==> config.mk <==
export PLATFORM = sky130hd
export DESIGN_NAME = herv_rf_ram_flat
export DESIGN_NICKNAME = d
export VERILOG_FILES = /design/src/rtl/herv_rf_ram_pkg.sv /design/src/rtl/herv_rf_if.sv /design/src/rtl/herv_rf_ram_sram.sv /design/src/rtl/herv_rf_ram.sv /design/src/flat_wrapper.sv
export SDC_FILE = /design/constraint.sdc
export NUM_CORES = 2
export LEC_CHECK = 0
export CAP_MARGIN = 10
export CORE_AREA = 10 10 374 412
export DETAILED_ROUTE_END_ITERATION = 16
export DIE_AREA = 0 0 384 422
export PLACE_DENSITY_LB_ADDON = 0.1
export SLEW_MARGIN = 10
export SYNTH_ARGS = -nofsm -noshare
export SYNTH_HDL_FRONTEND = slang
export SYNTH_HIERARCHICAL = 1
export SYNTH_SLANG_ARGS = --single-unit
==> constraint.sdc <==
create_clock -name i_clk -period 7.1 [get_ports i_clk]
set_input_delay 1.42 -clock i_clk [delete_from_list [all_inputs] [get_ports i_clk]]
set_output_delay 1.42 -clock i_clk [all_outputs]
set_load 0.02 [all_outputs]
==> src/rtl/herv_rf_ram_pkg.sv <==
// herv_rf_ram_pkg
// Shared sizing helpers for the register-file RAM and its bus interface,
// plus the clear/run state encoding used by herv_rf_ram.
package herv_rf_ram_pkg;

   typedef enum logic {
      ST_INIT = 1'b0,
      ST_RUN  = 1'b1
   } rf_state_e;

   // Total bits needed for 32 GPRs plus the CSR shadow registers.
   function automatic int unsigned raw_bits(input int unsigned csr_regs);
      return 32 * (32 + csr_regs);
   endfunction

   function automatic int unsigned l2w(input int unsigned width);
      return $clog2(width);
   endfunction

   // Word count rounded up to a power of two so the address is a clean field.
   function automatic int unsigned calc_depth(input int unsigned width,
                                              input int unsigned csr_regs);
      return 1 << $clog2((raw_bits(csr_regs) + width - 1) / width);
   endfunction

   function automatic int unsigned calc_aw(input int unsigned depth);
      return $clog2(depth);
   endfunction

endpackage

==> src/rtl/herv_rf_if.sv <==
// herv_rf_if
// Register-file RAM bus: one write port, one read port, init status.
//   i_waddr/i_wdata/i_wen : write word address, data, strobe
//   i_raddr/i_ren         : read word address, strobe
//   o_rdata               : registered read data
//   o_init_done           : clear sequence finished
// master = core side, slave = RAM side.
interface herv_rf_if
   import herv_rf_ram_pkg::*;
#(
   parameter int unsigned width    = 16,
   parameter int unsigned csr_regs = 4,
   parameter int unsigned depth    = calc_depth(width, csr_regs)
);
   localparam int unsigned aw = calc_aw(depth);

   logic [aw-1:0]    i_waddr;
   logic [width-1:0] i_wdata;
   logic             i_wen;
   logic [aw-1:0]    i_raddr;
   logic             i_ren;
   logic [width-1:0] o_rdata;
   logic             o_init_done;

   modport master (
      output i_waddr, i_wdata, i_wen, i_raddr, i_ren,
      input  o_rdata, o_init_done
   );

   modport slave (
      input  i_waddr, i_wdata, i_wen, i_raddr, i_ren,
      output o_rdata, o_init_done
   );
endinterface

==> src/rtl/herv_rf_ram_sram.sv <==
// herv_rf_sram
// Plain 1W/1R synchronous RAM with a registered, read-first read port.
// Kept separate so a foundry macro can drop in. No reset on the array or
// the read register.
//   i_clk   : clock
//   i_wen/i_waddr/i_wdata : write port
//   i_ren/i_raddr         : read port, o_q updates on the edge when i_ren=1
module herv_rf_sram #(
   parameter int unsigned width = 16,
   parameter int unsigned depth = 128,
   parameter int unsigned aw    = 7
) (
   input  logic             i_clk,
   input  logic             i_wen,
   input  logic [aw-1:0]    i_waddr,
   input  logic [width-1:0] i_wdata,
   input  logic             i_ren,
   input  logic [aw-1:0]    i_raddr,
   output logic [width-1:0] o_q
);
   logic [width-1:0] r_mem [depth];

   // Non-blocking array update makes a same-address read return the old word.
   always_ff @(posedge i_clk) begin
      if (i_wen) r_mem[i_waddr] <= i_wdata;
      if (i_ren) o_q <= r_mem[i_raddr];
   end
endmodule

==> src/rtl/herv_rf_ram.sv <==
// herv_rf_ram
// Register-file RAM wrapper: clears every word after reset, then passes
// core reads/writes to the storage array, dropping writes to x0.
//   i_clk   : clock
//   i_rst_n : async active-low reset
//   bus     : herv_rf_if slave (write/read ports, o_rdata, o_init_done)
//
// state   | meaning
// --------+-----------------------------------------------------------
// ST_INIT | writing zero to word[r_cnt] each cycle, core writes ignored
// ST_RUN  | normal operation, core owns both ports
module herv_rf_ram
   import herv_rf_ram_pkg::*;
#(
   parameter int unsigned width    = 16,
   parameter int unsigned csr_regs = 4,
   parameter int unsigned depth    = calc_depth(width, csr_regs),
   parameter bit          zero_x0  = 1'b1
) (
   input  logic    i_clk,
   input  logic    i_rst_n,
   herv_rf_if.slave bus
);
   localparam int unsigned aw = calc_aw(depth);
   // Low address bits select the word within one 32-bit register.
   localparam int unsigned sh = 5 - l2w(width);
   localparam logic [aw:0] CNT_LAST = (aw+1)'(depth - 1);

   rf_state_e r_state;
   logic [aw:0] r_cnt;
   logic r_init_done;
   // o_rdata is forced to zero until the first RUN-state read lands.
   logic r_rd_zero;

   logic             w_is_x0;
   logic             w_mem_wen;
   logic [aw-1:0]    w_mem_waddr;
   logic [width-1:0] w_mem_wdata;
   logic             w_mem_ren;
   logic [width-1:0] w_mem_q;

   assign w_is_x0 = zero_x0 && ((bus.i_waddr >> sh) == '0);

   always_comb begin
      w_mem_wen   = 1'b1;
      w_mem_waddr = r_cnt[aw-1:0];
      w_mem_wdata = '0;
      if (r_state == ST_RUN) begin
         w_mem_wen   = bus.i_wen & ~w_is_x0;
         w_mem_waddr = bus.i_waddr;
         w_mem_wdata = bus.i_wdata;
      end
   end

   assign w_mem_ren = bus.i_ren & (r_state == ST_RUN);

   herv_rf_sram #(
      .width (width),
      .depth (depth),
      .aw    (aw)
   ) u_sram (
      .i_clk   (i_clk),
      .i_wen   (w_mem_wen),
      .i_waddr (w_mem_waddr),
      .i_wdata (w_mem_wdata),
      .i_ren   (w_mem_ren),
      .i_raddr (bus.i_raddr),
      .o_q     (w_mem_q)
   );

   always_ff @(posedge i_clk or negedge i_rst_n) begin
      if (!i_rst_n) begin
         r_state     <= ST_INIT;
         r_cnt       <= '0;
         r_init_done <= 1'b0;
         r_rd_zero   <= 1'b1;
      end else begin
         case (r_state)
            ST_INIT: begin
               r_cnt <= r_cnt + 1'b1;
               if (bus.i_ren) r_rd_zero <= 1'b1;
               if (r_cnt == CNT_LAST) begin
                  r_state     <= ST_RUN;
                  r_init_done <= 1'b1;
               end
            end
            ST_RUN: begin
               if (bus.i_ren) r_rd_zero <= 1'b0;
            end
            default: r_state <= ST_INIT;
         endcase
      end
   end

   assign bus.o_rdata     = r_rd_zero ? '0 : w_mem_q;
   assign bus.o_init_done = r_init_done;
endmodule

==> src/flat_wrapper.sv <==
// flat-port wrapper written by rule: the top's interface ports become plain ports
module herv_rf_ram_flat import herv_rf_ram_pkg::*;
#(
   parameter int unsigned width    = 16,
   parameter int unsigned csr_regs = 4,
   parameter int unsigned depth    = calc_depth(width, csr_regs),
   parameter bit          zero_x0  = 1'b1
)
  (i_clk, i_rst_n, bus_i_waddr, bus_i_wdata, bus_i_wen, bus_i_raddr, bus_i_ren, bus_o_rdata, bus_o_init_done);
  herv_rf_if #(.width(width), .csr_regs(csr_regs), .depth(depth)) bus_i ();
  input  logic i_clk;
  input  logic i_rst_n;
  input wire logic [$bits(bus_i.i_waddr)-1:0] bus_i_waddr;
  input wire logic [$bits(bus_i.i_wdata)-1:0] bus_i_wdata;
  input wire logic [$bits(bus_i.i_wen)-1:0] bus_i_wen;
  input wire logic [$bits(bus_i.i_raddr)-1:0] bus_i_raddr;
  input wire logic [$bits(bus_i.i_ren)-1:0] bus_i_ren;
  output wire logic [$bits(bus_i.o_rdata)-1:0] bus_o_rdata;
  output wire logic [$bits(bus_i.o_init_done)-1:0] bus_o_init_done;
  assign bus_i.i_waddr = bus_i_waddr;
  assign bus_i.i_wdata = bus_i_wdata;
  assign bus_i.i_wen = bus_i_wen;
  assign bus_i.i_raddr = bus_i_raddr;
  assign bus_i.i_ren = bus_i_ren;
  assign bus_o_rdata = bus_i.o_rdata;
  assign bus_o_init_done = bus_i.o_init_done;
  herv_rf_ram #(.width(width), .csr_regs(csr_regs), .depth(depth), .zero_x0(zero_x0)) u_core (.i_clk(i_clk), .i_rst_n(i_rst_n), .bus(bus_i));
endmodule
==> report_table.html <==
<table>
<tr><th>Metric</th><th>Value</th></tr>
<tr><th colspan="2">Run status</th></tr>
<tr><td>Status</td><td>finished, final reports clean</td></tr>
<tr><th colspan="2">Clock network</th></tr>
<tr><td>Max Root-Sink Buffers</td><td>3</td></tr>
<tr><td>Post-CTS Setup Repair Bufs</td><td>0</td></tr>
<tr><td>Sinks on the clock net</td><td>2075</td></tr>
<tr><td>Library cell used as clock root buffer</td><td>sky130_fd_sc_hd__clkbuf_16</td></tr>
<tr><td>CTS tree</td><td>done</td></tr>
<tr><td>Number of resized instances in the post-cts repair step</td><td>0</td></tr>
<tr><td>Source-to-sink clock delay at the later pin of the worst-skew pair</td><td>0.84 ns</td></tr>
<tr><td>Post-CTS clock slew at the launch and capture registers of the worst setup and hold paths</td><td>0.06 ns</td></tr>
<tr><td>H-tree depth</td><td>4</td></tr>
<tr><td>Number of hold buffers added after cts</td><td>0</td></tr>
<tr><td>Cts bufs inserted</td><td>198</td></tr>
<tr><th colspan="2">STA</th></tr>
<tr><td>Final hold violation count</td><td>0</td></tr>
<tr><td>Slew at the pin closest to its max-slew limit</td><td>1.33 ns</td></tr>
<tr><td>Tightest slew margin relative to the limit</td><td>0.108</td></tr>
<tr><td>Final critical path time including I/O delays and setup</td><td>4.19 ns</td></tr>
<tr><td>Clk_skew</td><td>0.0382 ns</td></tr>
<tr><td>Final clock period utilization by the worst path</td><td>0.590</td></tr>
<tr><td>Fmax</td><td>239 MHz</td></tr>
<tr><td>TNS Setup</td><td>0 ns</td></tr>
<tr><td>Setup repair after global routing missed its margin</td><td>false</td></tr>
<tr><td>Setup Viol. Count Final</td><td>0</td></tr>
<tr><td>Count of final max-slew check failures</td><td>0</td></tr>
<tr><th colspan="2">Final layout</th></tr>
<tr><td>Fraction of layout instances using a drive strength above 1</td><td>0.331</td></tr>
<tr><td>Sequential cell area</td><td>0.0623 mm^2</td></tr>
<tr><td>Footprint of the multi-input gates</td><td>0.0166 mm^2</td></tr>
<tr><td>Filler Cells Inserted</td><td>9617</td></tr>
<tr><td>Highest-count cells in the layout ignoring fill and taps</td><td>2064 x sky130_fd_sc_hd__edfxtp_1, 672 x sky130_fd_sc_hd__mux4_2, 200 x sky130_fd_sc_hd__clkbuf_16</td></tr>
<tr><td>NumNets Final</td><td>3472</td></tr>
<tr><td>Commonest non-fill, non-tap cell in the layout</td><td>sky130_fd_sc_hd__edfxtp_1</td></tr>
<tr><td>Fraction of the core area covered by cells at the end of the flow</td><td>0.616</td></tr>
<tr><td>Area added between synthesis and finish</td><td>12.9%</td></tr>
<tr><th colspan="2">Logic synthesis</th></tr>
<tr><td>Multiplexer share of the synthesized area</td><td>0.194</td></tr>
<tr><td>XOR/XNOR Fraction of Synth Area</td><td>0.000772</td></tr>
<tr><td>Cell type with the largest total area after synthesis</td><td>sky130_fd_sc_hd__edfxtp_1</td></tr>
<tr><td>Post-Syn Instances</td><td>3167</td></tr>
<tr><td>Portion of synthesized cell area occupied by the leading cell type</td><td>0.780</td></tr>
<tr><td>Number of synthesis warnings</td><td>6</td></tr>
<tr><td>FF+latch count, synth</td><td>2075</td></tr>
<tr><td>Synth Area in Adders</td><td>0.000157</td></tr>
<tr><td>Simple-Gate Fraction of Synth Area</td><td>0.0125</td></tr>
<tr><td>Compound-gate portion of the synthesized area</td><td>0.000441</td></tr>
<tr><td>Count of different cell masters after synthesis</td><td>28</td></tr>
<tr><td>Synthesized Nets</td><td>3202</td></tr>
<tr><td>Combinational family with the most area after synthesis</td><td>multiplexers</td></tr>
<tr><td>Post-synthesis sequential area ratio</td><td>0.783</td></tr>
<tr><td>Post-synth design cell area</td><td>0.0795 mm^2</td></tr>
<tr><td>Mean instance size in the synthesized netlist</td><td>25.1 um^2</td></tr>
<tr><td>Top cells by area, synth</td><td>sky130_fd_sc_hd__edfxtp_1 78%, sky130_fd_sc_hd__mux4_2 19%, sky130_fd_sc_hd__nor2_1 0.59%, sky130_fd_sc_hd__clkbuf_1 0.40%, sky130_fd_sc_hd__buf_2 0.34%</td></tr>
<tr><th colspan="2">Pwr</th></tr>
<tr><td>Net load switching power</td><td>0.00470 W</td></tr>
<tr><td>VDD IR-drop max</td><td>0.245 mV</td></tr>
<tr><td>Register share of total power</td><td>0.554</td></tr>
<tr><td>Int Pwr</td><td>0.0192 W</td></tr>
<tr><td>Total chip power</td><td>0.0239 W</td></tr>
<tr><td>Static leakage power</td><td>22.2 nW</td></tr>
<tr><td>Power density over cell area</td><td>267 mW/mm^2</td></tr>
<tr><td>Clock share of power</td><td>0.427</td></tr>
<tr><td>Combinational share of power</td><td>0.018</td></tr>
<tr><td>Switching part of the total</td><td>0.197</td></tr>
<tr><th colspan="2">Routing</th></tr>
<tr><td>Number of nets with antenna violations after detailed routing</td><td>0</td></tr>
<tr><td>Ratio of routed vias to standard cells</td><td>6.52</td></tr>
<tr><td>Routed WL</td><td>195000 um</td></tr>
<tr><td>Drt wl/cell</td><td>35.2 um</td></tr>
<tr><td>Vias</td><td>36100</td></tr>
<tr><td>Count of routing violations after the opening detailed-route iteration</td><td>4770</td></tr>
<tr><td>DRC errors left</td><td>0</td></tr>
<tr><td>Number of optimization iterations in the first detailed-route pass</td><td>7</td></tr>
<tr><th colspan="2">Global route</th></tr>
<tr><td>Pin count of the biggest net entering global routing</td><td>97</td></tr>
<tr><td>Via count of the first global-routing pass</td><td>36900</td></tr>
<tr><td>Wire length of the first global-routing pass</td><td>278000 um</td></tr>
<tr><td>GR Overflow Total</td><td>0</td></tr>
<tr><td>All-Layer GR Usage</td><td>0.242</td></tr>
<tr><td>Initial antenna violation count</td><td>8</td></tr>
<tr><th colspan="2">Min path</th></tr>
<tr><td>Startpoint of the tightest hold check path</td><td>u_core/bus.o_init_done</td></tr>
<tr><td>Count of cells along the worst hold path</td><td>1</td></tr>
<tr><td>Worst min-delay path category</td><td>reg2reg</td></tr>
<tr><td>Hold EP</td><td>u_core/bus.o_init_done</td></tr>
<tr><th colspan="2">Setup path</th></tr>
<tr><td>Category of the critical setup timing path</td><td>in2reg</td></tr>
<tr><td>Worst reg-to-reg path cell count</td><td>5</td></tr>
<tr><td>Startpoint Class</td><td>input pin</td></tr>
<tr><td>Worst-path cell with the longest stage delay</td><td>sky130_fd_sc_hd__mux4_2</td></tr>
<tr><td>Worst-path maximum fanout</td><td>57</td></tr>
<tr><td>Worst r2r dst</td><td>u_core/u_sram/r_mem[1][1]</td></tr>
<tr><td>Crit path max-delay family</td><td>multiplexers</td></tr>
<tr><td>Stage delay of the slowest cell on the critical path</td><td>0.61 ns</td></tr>
<tr><td>First element of the critical path</td><td>bus_i_raddr[0]</td></tr>
<tr><td>Critical path required time</td><td>7.68 ns</td></tr>
<tr><td>Buf+Inv Stages, Crit Path</td><td>2</td></tr>
<tr><td>Signal arrival time at the worst endpoint</td><td>4.76 ns</td></tr>
<tr><td>Worst r2r src</td><td>u_core/r_state</td></tr>
<tr><td>Cells traversed along the worst timing path</td><td>buf_8 &gt; buf_12 &gt; mux4_2 &gt; mux4_2 &gt; mux4_2 &gt; mux2_2</td></tr>
<tr><td>Worst Setup End Kind</td><td>flop</td></tr>
<tr><td>Worst-case register-to-register setup slack</td><td>3.24 ns</td></tr>
<tr><td>Dominant cell type by count on the critical path</td><td>sky130_fd_sc_hd__mux4_2</td></tr>
<tr><th colspan="2">Floorplanning</th></tr>
<tr><td>Placement Rows</td><td>147</td></tr>
<tr><td>DIE HEIGHT</td><td>422 um</td></tr>
<tr><td>Core region area</td><td>0.145 mm^2</td></tr>
<tr><td>Total I/O pin count</td><td>51</td></tr>
<tr><td>Die ar.</td><td>0.162 mm^2</td></tr>
<tr><td>Starting utilization of the core area</td><td>0.546</td></tr>
<tr><td>Die W</td><td>384 um</td></tr>
<tr><th colspan="2">Placement</th></tr>
<tr><td>GPL Wtd Cong</td><td>0.852</td></tr>
<tr><td>Post-DP HPWL</td><td>110000 um</td></tr>
<tr><td>Buffers on Ports</td><td>50</td></tr>
<tr><th colspan="2">Run</th></tr>
<tr><td>Number of maximum-capacitance constraint violations</td><td>0</td></tr>
</table>
[cells by family (layout without fill, tap and decap cells)]
group / after synthesis / count (layout)
other: 0 / 3
AO/OA/AOI/OAI: 4 / 4
AND/OR/NAND/NOR: 217 / 217
flip-flops: 2075 / 2075
multiplexers: 695 / 695
XOR/XNOR: 7 / 7
buffers and inverters: 168 / 600
adder cells (fa/ha/maj): 1 / 1
[registers in the layout, summed over array words and instances, names as in the netlist]
| name | flops |
|---|---|
| u_core/r_cnt | 8 |
| u_core/r_rd_zero | 1 |
| u_core/bus.o_init_done | 1 |
| u_core/u_sram/r_mem | 2048 |
| u_core/r_state | 1 |
| u_core/u_sram/o_q | 16 |
[routing by layer]
metal	up-vias	GRT usage	wire, um
li1	14300	-	-
met1	19800	0.342	76000
met2	1746	0.386	96900
met3	275	0.0458	15700
met4	2	0.0766	6170
met5	-	0	13
[power by group through the flow]
stage / Clock, W / Combinational (W) / Sequential, W
after floorplan: 0 / 0.000318 / 0.0135
after global placement: 0 / 0.000447 / 0.0135
after detailed placement: 0 / 0.000450 / 0.0135
after CTS: 0.0104 / 0.000450 / 0.0133
after global routing: 0.0109 / 0.000467 / 0.0132
final: 0.0102 / 0.000439 / 0.0133
[worst max path at each step]
stage	endpoint	slack (ns)	depth (start not counted)
floorplan	u_core/u_sram/o_q[0]	3.05	6
global placement	u_core/u_sram/r_mem[5][1]	1.68	5
detailed placement	u_core/u_sram/o_q[7]	2.04	6
CTS	u_core/u_sram/o_q[7]	2.93	6
global route	u_core/u_sram/o_q[7]	2.78	6
finish	u_core/u_sram/o_q[7]	2.91	6
[synth_stat cells]
master	n
sky130_fd_sc_hd__o31ai_2	1
sky130_fd_sc_hd__or3_1	1
sky130_fd_sc_hd__nor3_1	9
sky130_fd_sc_hd__and4b_1	1
sky130_fd_sc_hd__xnor2_1	7
sky130_fd_sc_hd__or4_4	1
sky130_fd_sc_hd__and3_1	1
sky130_fd_sc_hd__dfrtp_1	10
sky130_fd_sc_hd__and2b_1	1
sky130_fd_sc_hd__buf_1	28
sky130_fd_sc_hd__nor2_1	124
sky130_fd_sc_hd__ha_1	1
sky130_fd_sc_hd__and2_1	18
sky130_fd_sc_hd__nand4_1	5
sky130_fd_sc_hd__buf_4	1
sky130_fd_sc_hd__nor2b_1	23
sky130_fd_sc_hd__buf_2	54
sky130_fd_sc_hd__nand2b_1	3
sky130_fd_sc_hd__edfxtp_1	2064
sky130_fd_sc_hd__nand2_1	15
sky130_fd_sc_hd__clkbuf_1	84
sky130_fd_sc_hd__dfstp_2	1
sky130_fd_sc_hd__mux2_2	23
sky130_fd_sc_hd__nand3_1	14
sky130_fd_sc_hd__nand3b_1	1
sky130_fd_sc_hd__a21o_1	3
sky130_fd_sc_hd__mux4_2	672
sky130_fd_sc_hd__buf_6	1
[metrics by stage]
step | instances | hold slack, ns | setup slack, ns | cell area [um^2]
after global routing | 5536 | 0.498 | 2.78 | 89700
after global placement | 5170 | 0.450 | 1.68 | 83300
after detailed placement | 5174 | 0.448 | 2.04 | 83400
final | 5539 | 0.469 | 2.91 | 89700
after floorplan | 3167 | 0.439 | 3.05 | 79500
after CTS | 5536 | 0.471 | 2.93 | 89700
[cell type report]
type	instances	area share
well taps	1937	0.0270
clock inverters	111	0.0119
flip-flops and latches	2075	0.694
multi-input cells	924	0.185
clock buffers	251	0.0579
repair buffers	238	0.0240
diodes	3	0.0000837
No activity file was read; power rests on OpenSTA's default activity.
